**src/rtl/mul8_nibble_seq.sv**
```systemverilog
// mul8_nibble_seq: unsigned 8x8 multiply built from four passes through an external 4x4 multiplier.
// Operands are latched on acceptance; each STEP cycle adds one shifted nibble product into the accumulator.
module mul8_nibble_seq (
   input  logic        clk,
   input  logic        rst_n,
   input  logic        i_in_valid,
   output logic        o_in_ready,
   input  logic [7:0]  i_in_a,
   input  logic [7:0]  i_in_b,
   output logic [3:0]  o_mul_a,
   output logic [3:0]  o_mul_b,
   input  logic [7:0]  i_mul_p,
   output logic        o_out_valid,
   input  logic        i_out_ready,
   output logic [15:0] o_out_prod,
   output logic        o_busy
);
   typedef enum logic [1:0] {IDLE, STEP, DONE} state_t;
   state_t      r_state, w_next;
   logic [1:0]  r_idx;
   logic [7:0]  r_a, r_b;
   logic [15:0] r_acc;
   logic        w_accept;
   logic [15:0] w_pp;
   assign w_accept = (r_state == IDLE) && i_in_valid;
   // idx0 -> shift 0, idx3 -> shift 8, the two cross terms -> shift 4
   assign w_pp = (r_idx == 2'd0) ? {8'h00, i_mul_p} :
                 (r_idx == 2'd3) ? {i_mul_p, 8'h00} : {4'h0, i_mul_p, 4'h0};
   always_ff @(posedge clk or negedge rst_n) begin
      if (!rst_n) r_state <= IDLE;
      else        r_state <= w_next;
   end
   always_comb begin
      w_next = (r_state == IDLE) ? (i_in_valid ? STEP : IDLE) :
               (r_state == STEP) ? ((r_idx == 2'd3) ? DONE : STEP) :
               (i_out_ready ? IDLE : DONE);
   end
   always_comb begin
      o_in_ready  = (r_state == IDLE);
      o_busy      = (r_state != IDLE);
      o_out_valid = (r_state == DONE);
      o_out_prod  = r_acc;
      o_mul_a     = (r_state == STEP) ? (r_idx[0] ? r_a[7:4] : r_a[3:0]) : 4'h0;
      o_mul_b     = (r_state == STEP) ? (r_idx[1] ? r_b[7:4] : r_b[3:0]) : 4'h0;
   end
   always_ff @(posedge clk or negedge rst_n) begin
      if (!rst_n) begin
         r_idx <= 2'd0;
         r_a   <= 8'h00;
         r_b   <= 8'h00;
         r_acc <= 16'h0000;
      end else if (w_accept) begin
         r_idx <= 2'd0;
         r_a   <= i_in_a;
         r_b   <= i_in_b;
         r_acc <= 16'h0000;
      end else if (r_state == STEP) begin
         r_idx <= r_idx + 2'd1;
         r_acc <= r_acc + w_pp;
      end
   end
endmodule

```
**config.mk**
```make
export PLATFORM = sky130hd
export DESIGN_NAME = mul8_nibble_seq
export DESIGN_NICKNAME = d
export VERILOG_FILES = /design/src/rtl/mul8_nibble_seq.sv
export SDC_FILE = /design/constraint.sdc
export NUM_CORES = 1
export LEC_CHECK = 0
export CAP_MARGIN = 25
export CELL_PAD_IN_SITES_DETAIL_PLACEMENT = 0
export CELL_PAD_IN_SITES_GLOBAL_PLACEMENT = 1
export CORE_UTILIZATION = 40
export DETAILED_ROUTE_END_ITERATION = 12
export HOLD_SLACK_MARGIN = 0.12
export MAX_ROUTING_LAYER = met4
export PLACE_DENSITY = 0.91
export SLEW_MARGIN = 0
export SYNTH_ARGS = -nofsm -noshare
export SYNTH_HDL_FRONTEND = slang
export SYNTH_SLANG_ARGS = --single-unit
```
**constraint.sdc**
```tcl
create_clock -name clk -period 7.5 [get_ports clk]
set_input_delay 1.125 -clock clk [delete_from_list [all_inputs] [get_ports clk]]
set_output_delay 1.125 -clock clk [all_outputs]
set_load 0.005 [all_outputs]
```
==> results, run 1 <==
- Including well taps, the total number of placed cells is 408.
- The maximum number of pins on one net before global-route repair is 37.
- The number of remaining DRC errors is 0.
- The weighted congestion at the end of routability-driven global placement is 0.8661.
- The worst slack after detailed placement is 3911 ps.
- The via count is roughly 2100.
- The worst pin sits at a relative slew slack of 0.4316.
- In the synthesized netlist the async set-or-reset flop fraction comes to 1.000.
- The setup check on the worst reg-to-reg path leaves a slack of 4540 ps.
- In this run, synthesis inferred 0 flip-flops with an integrated enable.
- Of the total power, the clock network draws 0.105.
- The count of endpoints failing setup in the final report is 0.
- The number of buffers inserted by hold repair at cts is 0.
- The net count of the finished layout is 390.
- The cell area after synthesis is 2429 sq um.
- The CTS tree is done.
- The startpoint identified for the worst register-to-register timing path is r_idx[0].
- The number of maximum-capacitance violations is 0.
- The flow ran to the end, and the final reports show no timing, DRC or antenna violations.
- After the flow finishes, the layout carries non-filler instances totaling 416.
- The die span in y is 79.92 um.
- The count of buffers added on input and output ports is 54.
- After routing, the total negative slack on setup checks comes to 0 ps.
- After floorplanning, the core was divided into 28 placement rows.
- The highest routing layer actually used is met4.
- The filler cells instantiated in the layout total 540.
- The area of the die is 6387 sq um.
- The endpoint of the worst-slack reg-to-reg timing path is o_out_prod[8].
- The count of pins over their slew limit was 0.
- The repair_antennas step left the layout with diodes totalling 0.
- For the pin with the worst max-slew slack, the measured transition is about 850 ps.
- The worst hold path begins at r_a[6].
- Clock tree synthesis found a total of 36 sinks.
- The path with the worst hold slack has its endpoint at r_a[6].
- Of the total power, the share spent switching nets is 0.4421.
- The placed instances occupy a cell area of 3022 sq um.
- Power spread over the standard cell area amounts to 436.5 nW/um^2.
- The maximum VDD drop is 0.1537 mV.
- Detailed placement finished with a half-perimeter wire length of about 4.2 mm.
- The worst register-to-register path has a depth of 12.
- The average cell area after synthesis is between 8 and 9 sq um.
- The average via count per standard cell is 5.156.
- The total core area is 5886 sq um.
- After detailed routing, the met3 layer carries 304 um of wire.
- For this block, the routed nets add up to 5.666 mm of wire.
- The analysis attributes to net switching a power of 0.6009 mW.
- The synthesized design contains 36 register bits.
- The initial DRC count is 109.
- The worst-skew pair later-pin latency is roughly 290 ps.
- The final setup skew is slightly below 10 ps.
- The number of levels the H-tree was split into is 2.
- The class of the most critical setup path is input pin to flip-flop.
- The met1 wire length is ~2.8 mm.
- The aggregate global routing overflow is 0.
- The number of detailed-route iterations in the first pass is 4.
- The final hold violation count is 0.
- Among all flip-flop cells after synthesis, the most frequent one is sky130_fd_sc_hd__dfrtp_1.
- The worst path required time is 7690 ps.
- STA classifies the critical path startpoint as an input pin.
- The final worst-path cycle share is 0.4407.
- The count of synthesis-stage warnings from yosys is 0.
- The via count of the first global-routing pass is 2005.
- The horizontal extent of the die is 79.92 um.
- The number of cells upsized or downsized after cts is 0.
- The static leakage is between 1 and 1.5 nW.
- Setup repair after global routing left no endpoint under its margin.
- The count of boundary I/O pins is between 50 and 60.
- The clock edge transition at the registers on the reported setup and hold paths is 80 ps.
- The sequential share of power is 0.269.
- Compared with the post-synthesis result, the final layout area differs by 28.23%.
- Across every metal layer, demand over resource in global routing totals 0.1990.
- Of the total power, combinational logic draws 0.626.
- The sequential cell area fraction in the yosys report is 0.3709.
- The smallest clock period supported by the final layout is computed as 3305 ps.
- The first global-routing pass estimated approximately 9.5 mm of wire.
- After detailed routing, the met2 layer carries 2.499 mm of wire.
- The post-CTS setup buffer count is 0.
- The total nets after synthesis is 340.
- The total clock buffers created by CTS is 5.
- Counting distinct cell types in the post-synthesis netlist gives 37.
- Of the cells placed in the final design, the portion with a size suffix greater than 1 is 0.04106.
- The initial antenna violation count came to 0.
- The post-synthesis cell count is 290.
- After routing the design area is 3114 sq um.
- The worst setup path is captured at a flip-flop.
- The data arrival time of the worst path is 3500 ps.
- Setup slack closes at 4195 ps.
- The internal portion of the total power is 0.7584 mW.
- The maximum fanout count along the critical path is 3.
- In this run the remaining antenna-violating nets after routing total 0.
- The path type of the worst min-delay path is flip-flop to flip-flop.
- The wire length per cell after detailed routing is 13.62 um.
- The longest clock path from root to sink contains 2 buffers.
- For this configuration, the core starts out at a cell density of 0.4126.
- The root buffer selected by CTS is sky130_fd_sc_hd__clkbuf_8.
- Along the worst hold path, the cell count comes to 2.
- The highest achievable clock rate is 0.3025 GHz.
-- cells in the mapped netlist (2+ instances only) --
cell,count,area share
sky130_fd_sc_hd__inv_1,8,0.012
sky130_fd_sc_hd__clkbuf_1,9,0.014
sky130_fd_sc_hd__buf_2,3,0.0062
sky130_fd_sc_hd__ha_1,21,0.11
sky130_fd_sc_hd__and2_1,8,0.021
sky130_fd_sc_hd__nor3_1,2,0.0041
sky130_fd_sc_hd__xnor2_1,6,0.022
sky130_fd_sc_hd__o21a_1,4,0.012
sky130_fd_sc_hd__dfrtp_1,36,0.37
sky130_fd_sc_hd__o31ai_1,2,0.0062
sky130_fd_sc_hd__a41oi_1,2,0.0072
sky130_fd_sc_hd__nor2b_1,3,0.0077
sky130_fd_sc_hd__nand2b_1,7,0.018
sky130_fd_sc_hd__a22o_1,2,0.0072
sky130_fd_sc_hd__o211ai_1,2,0.0062
sky130_fd_sc_hd__a21o_1,3,0.0093
sky130_fd_sc_hd__o21ai_0,13,0.027
sky130_fd_sc_hd__mux2i_1,12,0.049
sky130_fd_sc_hd__o21ai_1,11,0.023
sky130_fd_sc_hd__a21oi_1,16,0.033
sky130_fd_sc_hd__xor2_1,6,0.022
sky130_fd_sc_hd__nand2_1,79,0.12
sky130_fd_sc_hd__nand3_1,7,0.014
sky130_fd_sc_hd__nor2_1,15,0.023
-- how the worst max path moves through the flow --
| stage | cells past startpoint | slack, ps | end | start |
|---|---|---|---|---|
| 2_1_floorplan | 10 | 4680 | o_out_prod[14] | i_mul_p[0] |
| 3_3_place_gp | 11 | 3970 | o_out_prod[14] | i_mul_p[0] |
| 5_1_grt | 11 | 4030 | o_out_prod[14] | i_mul_p[0] |
| 6_report | 11 | 4190 | o_out_prod[8] | i_mul_p[0] |
| 3_5_place_dp | 11 | 3910 | o_out_prod[8] | i_mul_p[0] |
| 4_1_cts | 4 | 4180 | o_mul_b[1] | r_state[1] |
-- sequential cells by signal, indices dropped and copies added, names as in the netlist --
| name | count |
|---|---|
| o_out_prod | 16 |
| r_b | 8 |
| r_idx | 2 |
| r_state | 2 |
| r_a | 8 |
-- routing by layer --
layer / vias to the layer above / GRT usage
met5: - / -
met4: 0 / 0.06250
li1: 1081 / -
met1: 990 / 0.2721
met3: 8 / 0.03771
met2: 66 / 0.2966
-- final cells by class --
type | instances | area (sq um) | share of cell area
Multi-Input combinational cell | 233 | 1441 | 0.4628
Clock buffer | 5 | 68.82 | 0.02210
Timing Repair Buffer | 56 | 555.5 | 0.1784
Inverter | 8 | 30.03 | 0.009642
Clock inverter | 3 | 23.77 | 0.007634
Sequential cell | 36 | 900.9 | 0.2893
Tap cell | 75 | 93.84 | 0.03013
-- cells by family after synthesis --
family	after synthesis	share of synthesized area
AO/OA/AOI/OAI	63	0.1654
XOR/XNOR	12	0.04328
adder cells (fa/ha/maj)	22	0.1164
buffers and inverters	21	0.03555
flip-flops	36	0.3709
multiplexers	12	0.04946
AND/OR/NAND/NOR	124	0.2190
-- through the flow --
step | hold slack, ps | power, mW | utilization
4_1_cts | 482.1 | 1.369 | 0.5291
3_5_place_dp | 461.9 | 1.219 | 0.5134
5_1_grt | 497.3 | 1.495 | 0.5291
2_1_floorplan | 445.0 | 0.9301 | -
3_3_place_gp | 457.3 | 1.207 | 0.5134
6_report | 480.4 | 1.359 | 0.5291
-- critical path, stage by stage --
cell,delay [ps]
sky130_fd_sc_hd__clkdlybuf4s50_1,500
sky130_fd_sc_hd__and2_1,140
sky130_fd_sc_hd__ha_1,180
sky130_fd_sc_hd__inv_1,60
sky130_fd_sc_hd__fa_1,370
sky130_fd_sc_hd__nand2b_1,190
sky130_fd_sc_hd__a21oi_1,290
sky130_fd_sc_hd__o21a_1,230
sky130_fd_sc_hd__o21a_1,150
sky130_fd_sc_hd__nor3_1,50
sky130_fd_sc_hd__o31ai_1,210
-- power by group through the flow --
stage | combinational [mW] | clock (mW) | sequential [mW]
after floorplan | 0.585 | 0 | 0.346
after global placement | 0.838 | 0 | 0.368
after detailed placement | 0.849 | 0 | 0.371
after CTS | 0.854 | 0.148 | 0.367
after global routing | 0.958 | 0.156 | 0.380
final | 0.851 | 0.143 | 0.365
-- cell usage in the layout (no fill, tap or decap), types with 3 or more instances in the layout --
| cell type | count |
|---|---|
| sky130_fd_sc_hd__clkdlybuf4s50_1 | 54 |
| sky130_fd_sc_hd__and2_1 | 8 |
| sky130_fd_sc_hd__a21o_1 | 3 |
| sky130_fd_sc_hd__o21ai_1 | 11 |
| sky130_fd_sc_hd__xnor2_1 | 6 |
| sky130_fd_sc_hd__xor2_1 | 6 |
| sky130_fd_sc_hd__clkbuf_8 | 5 |
| sky130_fd_sc_hd__o21ai_0 | 13 |
| sky130_fd_sc_hd__dfrtp_1 | 36 |
| sky130_fd_sc_hd__nand3_1 | 7 |
| sky130_fd_sc_hd__nand2_1 | 79 |
| sky130_fd_sc_hd__inv_1 | 8 |
| sky130_fd_sc_hd__ha_1 | 21 |
| sky130_fd_sc_hd__nand2b_1 | 7 |
| sky130_fd_sc_hd__o21a_1 | 4 |
| sky130_fd_sc_hd__mux2i_1 | 12 |
| sky130_fd_sc_hd__a21oi_1 | 16 |
| sky130_fd_sc_hd__nor2b_1 | 3 |
| sky130_fd_sc_hd__nor2_1 | 15 |
No activity file was read; power rests on OpenSTA's default activity.
==> run 2, diff against run 1 <==
- CORE_UTILIZATION: 40 -> 37
- PLACE_DENSITY: 0.91 -> 0.86
- clock period: 7.5 -> 3.1 ns (I/O delays scaled with it)
==> results, run 2 (synthesized netlist as in run 1, its figures left out) <==
- The run finished with clean final reports.
- The final critical delay including setup and external delays is 2827 ps.
- The maximum number of pins on one net before global-route repair is 37.
- The storage element area is between 900 and 1000 sq um.
- For this run, the top clock speed supported by timing is ~0.35 GHz.
- The routed design has 5.955 mm of wire.
- For this run, design rule violations remaining after detail routing come to 0.
- Counting every sink on the clock net gives 36.
- At the pin with the least slew margin, the transition time is 859.5 ps.
- The floorplan step set the die width to 83.02 um.
- The cell with the biggest individual delay on the critical path is sky130_fd_sc_hd__dfrtp_1.
- The final hold violation count came to 0.
- The total area inside the core boundary comes to between 6000 and 7000 sq um.
- At the later pin of the worst-skew pair, clock insertion delay measures 300 ps.
- The initial DRC count is 116.
- The first global-routing pass estimated 10.17 mm of wire.
- The routed layout has 2153 vias.
- The gate family responsible for the most delay along the worst path is adder cells.
- Post-CTS timing repair inserted 0 buffers for setup.
- The number of detailed-route iterations in the first pass is 4.
- The maximum fanout count along the critical path is 9.
- The total power per unit cell area is roughly 1100 nW/um^2.
- Across the VDD grid, the largest voltage drop is around 0.43 mV.
- The number of cells upsized or downsized after cts is 0.
- After floorplanning, the core was divided into 29 placement rows.
- The signal on the critical path passes through inv_1 > ha_1 > and2_1 > ha_1 > inv_1 > fa_1 > nand2b_1 > a21oi_1 > o211ai_1 > o211ai_1 > xnor2_1 > o21ai_1.
- The number of levels the H-tree was split into is 2.
- In the layout the commonest cells are sky130_fd_sc_hd__nand2_1, sky130_fd_sc_hd__clkdlybuf4s50_1, sky130_fd_sc_hd__dfrtp_1.
- Using the TritonRoute via totals, the vias-per-cell ratio works out to 5.126.
- On the final layout, the worst hold slack is 264.2 ps.
- The worst-case clock buffer depth is 2.
- The congestion estimate from routability-driven global placement came to ~0.9.
- The count of pins over their slew limit is 0.
- The count of nets left with antenna violations once routing finished came out at 0.
- The startpoint class of the critical path is a flip-flop.
- After clock tree synthesis, the clock-pin slew on the worst setup and hold paths is 80 ps.
- The antenna cell count is 0.
- The worst pin sits at a relative slew slack of 0.4270.
- In this run, CTS created clock tree buffers numbering 5.
- The initial utilization of the core area, before any placement, comes to 0.3825.
- The worst setup path is captured at a flip-flop.
- The area of combinational cells with multiple inputs is 1441 sq um.
- Input and output buffers added on the ports amount to 54.
- The area added between synthesis and finish is 28.75%.
- Setup repair after global routing left no endpoint under its margin.
- The aggregate global routing overflow is 0.
- CTS placed an instance of sky130_fd_sc_hd__clkbuf_8 at the clock tree root.
- The via count of the first global-routing pass was 2138.
- The final layout contains 392 nets.
- Across every metal layer, demand over resource in global routing totals 0.1883.
- Clock skew on the completed layout was measured at between 5 and 6 ps.
- Pin placement for this block handled 55 I/O pins.
- Summed over all failing endpoints, the final setup total negative slack is 0 ps.
- The path type of the worst min-delay path is input pin to async pin.
- Once detailed placement completed, the half-perimeter wirelength came to roughly 4.4 mm.
- At the worst endpoint, the required time is about 3300 ps.
- Summed over all cells, the static leakage comes to 1.424 nW.
- The critical path buffer and inverter count is 2.
- The number of buffers inserted by hold repair at cts is 0.
- The wire length per cell after detailed routing is 14.18 um.
- The area of the die is 6891 sq um.
- The delay contributed by the slowest stage of the critical path is 420 ps.
- Of the cells placed in the final design, the portion with a size suffix greater than 1 is 0.04956.
- The critical path is of the flip-flop to flip-flop type.
- The number of maximum-capacitance violations is 0.
- The number of flip-flops under the largest register name is 16.
- The final worst-path cycle share is 0.9118.
- The initial antenna violation count is 0.
- The count of endpoints failing setup in the final report is 0.
- The layout filler cell count is 615.
- TritonCTS built the clock tree.
- The library cell used most frequently in the layout, excluding fill and tap cells, is sky130_fd_sc_hd__nand2_1.
- The die is just over 80 um tall.
- The data arrival time of the worst path is 2990 ps.
-- run 2: cell count changes in the layout (fill, tap and decap cells not counted), sizes merged --
cell           change
clkdlybuf4s50      -1
buf                +3
-- run 2: final timing paths --
kind,startpoint,to,slack (ps),cells past startpoint
worst max register to register,r_idx[0],o_out_prod[14],270,12
worst min register to register,r_b[3],r_b[3],480,2
worst max-delay path,r_idx[0],o_out_prod[14],270,12
worst min-delay path,rst_n,o_out_prod[14],260,1
max in group asynchronous,rst_n,o_out_prod[8],2280,1
min in group clk,r_b[3],r_b[3],480,2
-- run 2: where the power goes --
part,switching [mW],internal [mW]
logic,1.12,1.01
registers,0.161,0.697
clock network,0.190,0.159
total,1.47,1.86
-- run 2: through the flow --
step | setup WS [ps] | cells | util | total power, mW | instance area, sq um
after floorplan | 326.9 | 290 | - | 2.250 | 2429
final | 273.4 | 420 | 0.4924 | 3.335 | 3127
after detailed placement | 150.3 | 412 | 0.4778 | 2.994 | 3034
after CTS | 253.6 | 420 | 0.4924 | 3.362 | 3127
after global routing | 46.59 | 420 | 0.4924 | 3.652 | 3127
after global placement | 194.5 | 412 | 0.4778 | 2.959 | 3034
-- run 2: final cells by class --
cell class              instances  share of cell area
well taps                      77             0.03081
flip-flops and latches         36              0.2881
clock inverters                 3            0.007603
multi-input cells             233              0.4610
inverters                       8            0.009604
repair buffers                 58              0.1809
clock buffers                   5             0.02201
-- run 2: routing by layer --
layer	part of all wire	GRT usage	wire (um)	vias to the layer above
met5	0	-	0	-
met4	0.011	0.05486	63	0
met3	0.058	0.04473	347	6
met2	0.45	0.2936	2701	60
met1	0.48	0.2443	2843	1010
li1	-	-	-	1077
-- run 2: worst register-to-register path, cell delays in order, from the launching register on --
cell	delay, ps
sky130_fd_sc_hd__dfrtp_1	420
sky130_fd_sc_hd__inv_1	90
sky130_fd_sc_hd__ha_1	300
sky130_fd_sc_hd__and2_1	180
sky130_fd_sc_hd__ha_1	190
sky130_fd_sc_hd__inv_1	70
sky130_fd_sc_hd__fa_1	380
sky130_fd_sc_hd__nand2b_1	190
sky130_fd_sc_hd__a21oi_1	270
sky130_fd_sc_hd__o211ai_1	170
sky130_fd_sc_hd__o211ai_1	210
sky130_fd_sc_hd__xnor2_1	140
sky130_fd_sc_hd__o21ai_1	70
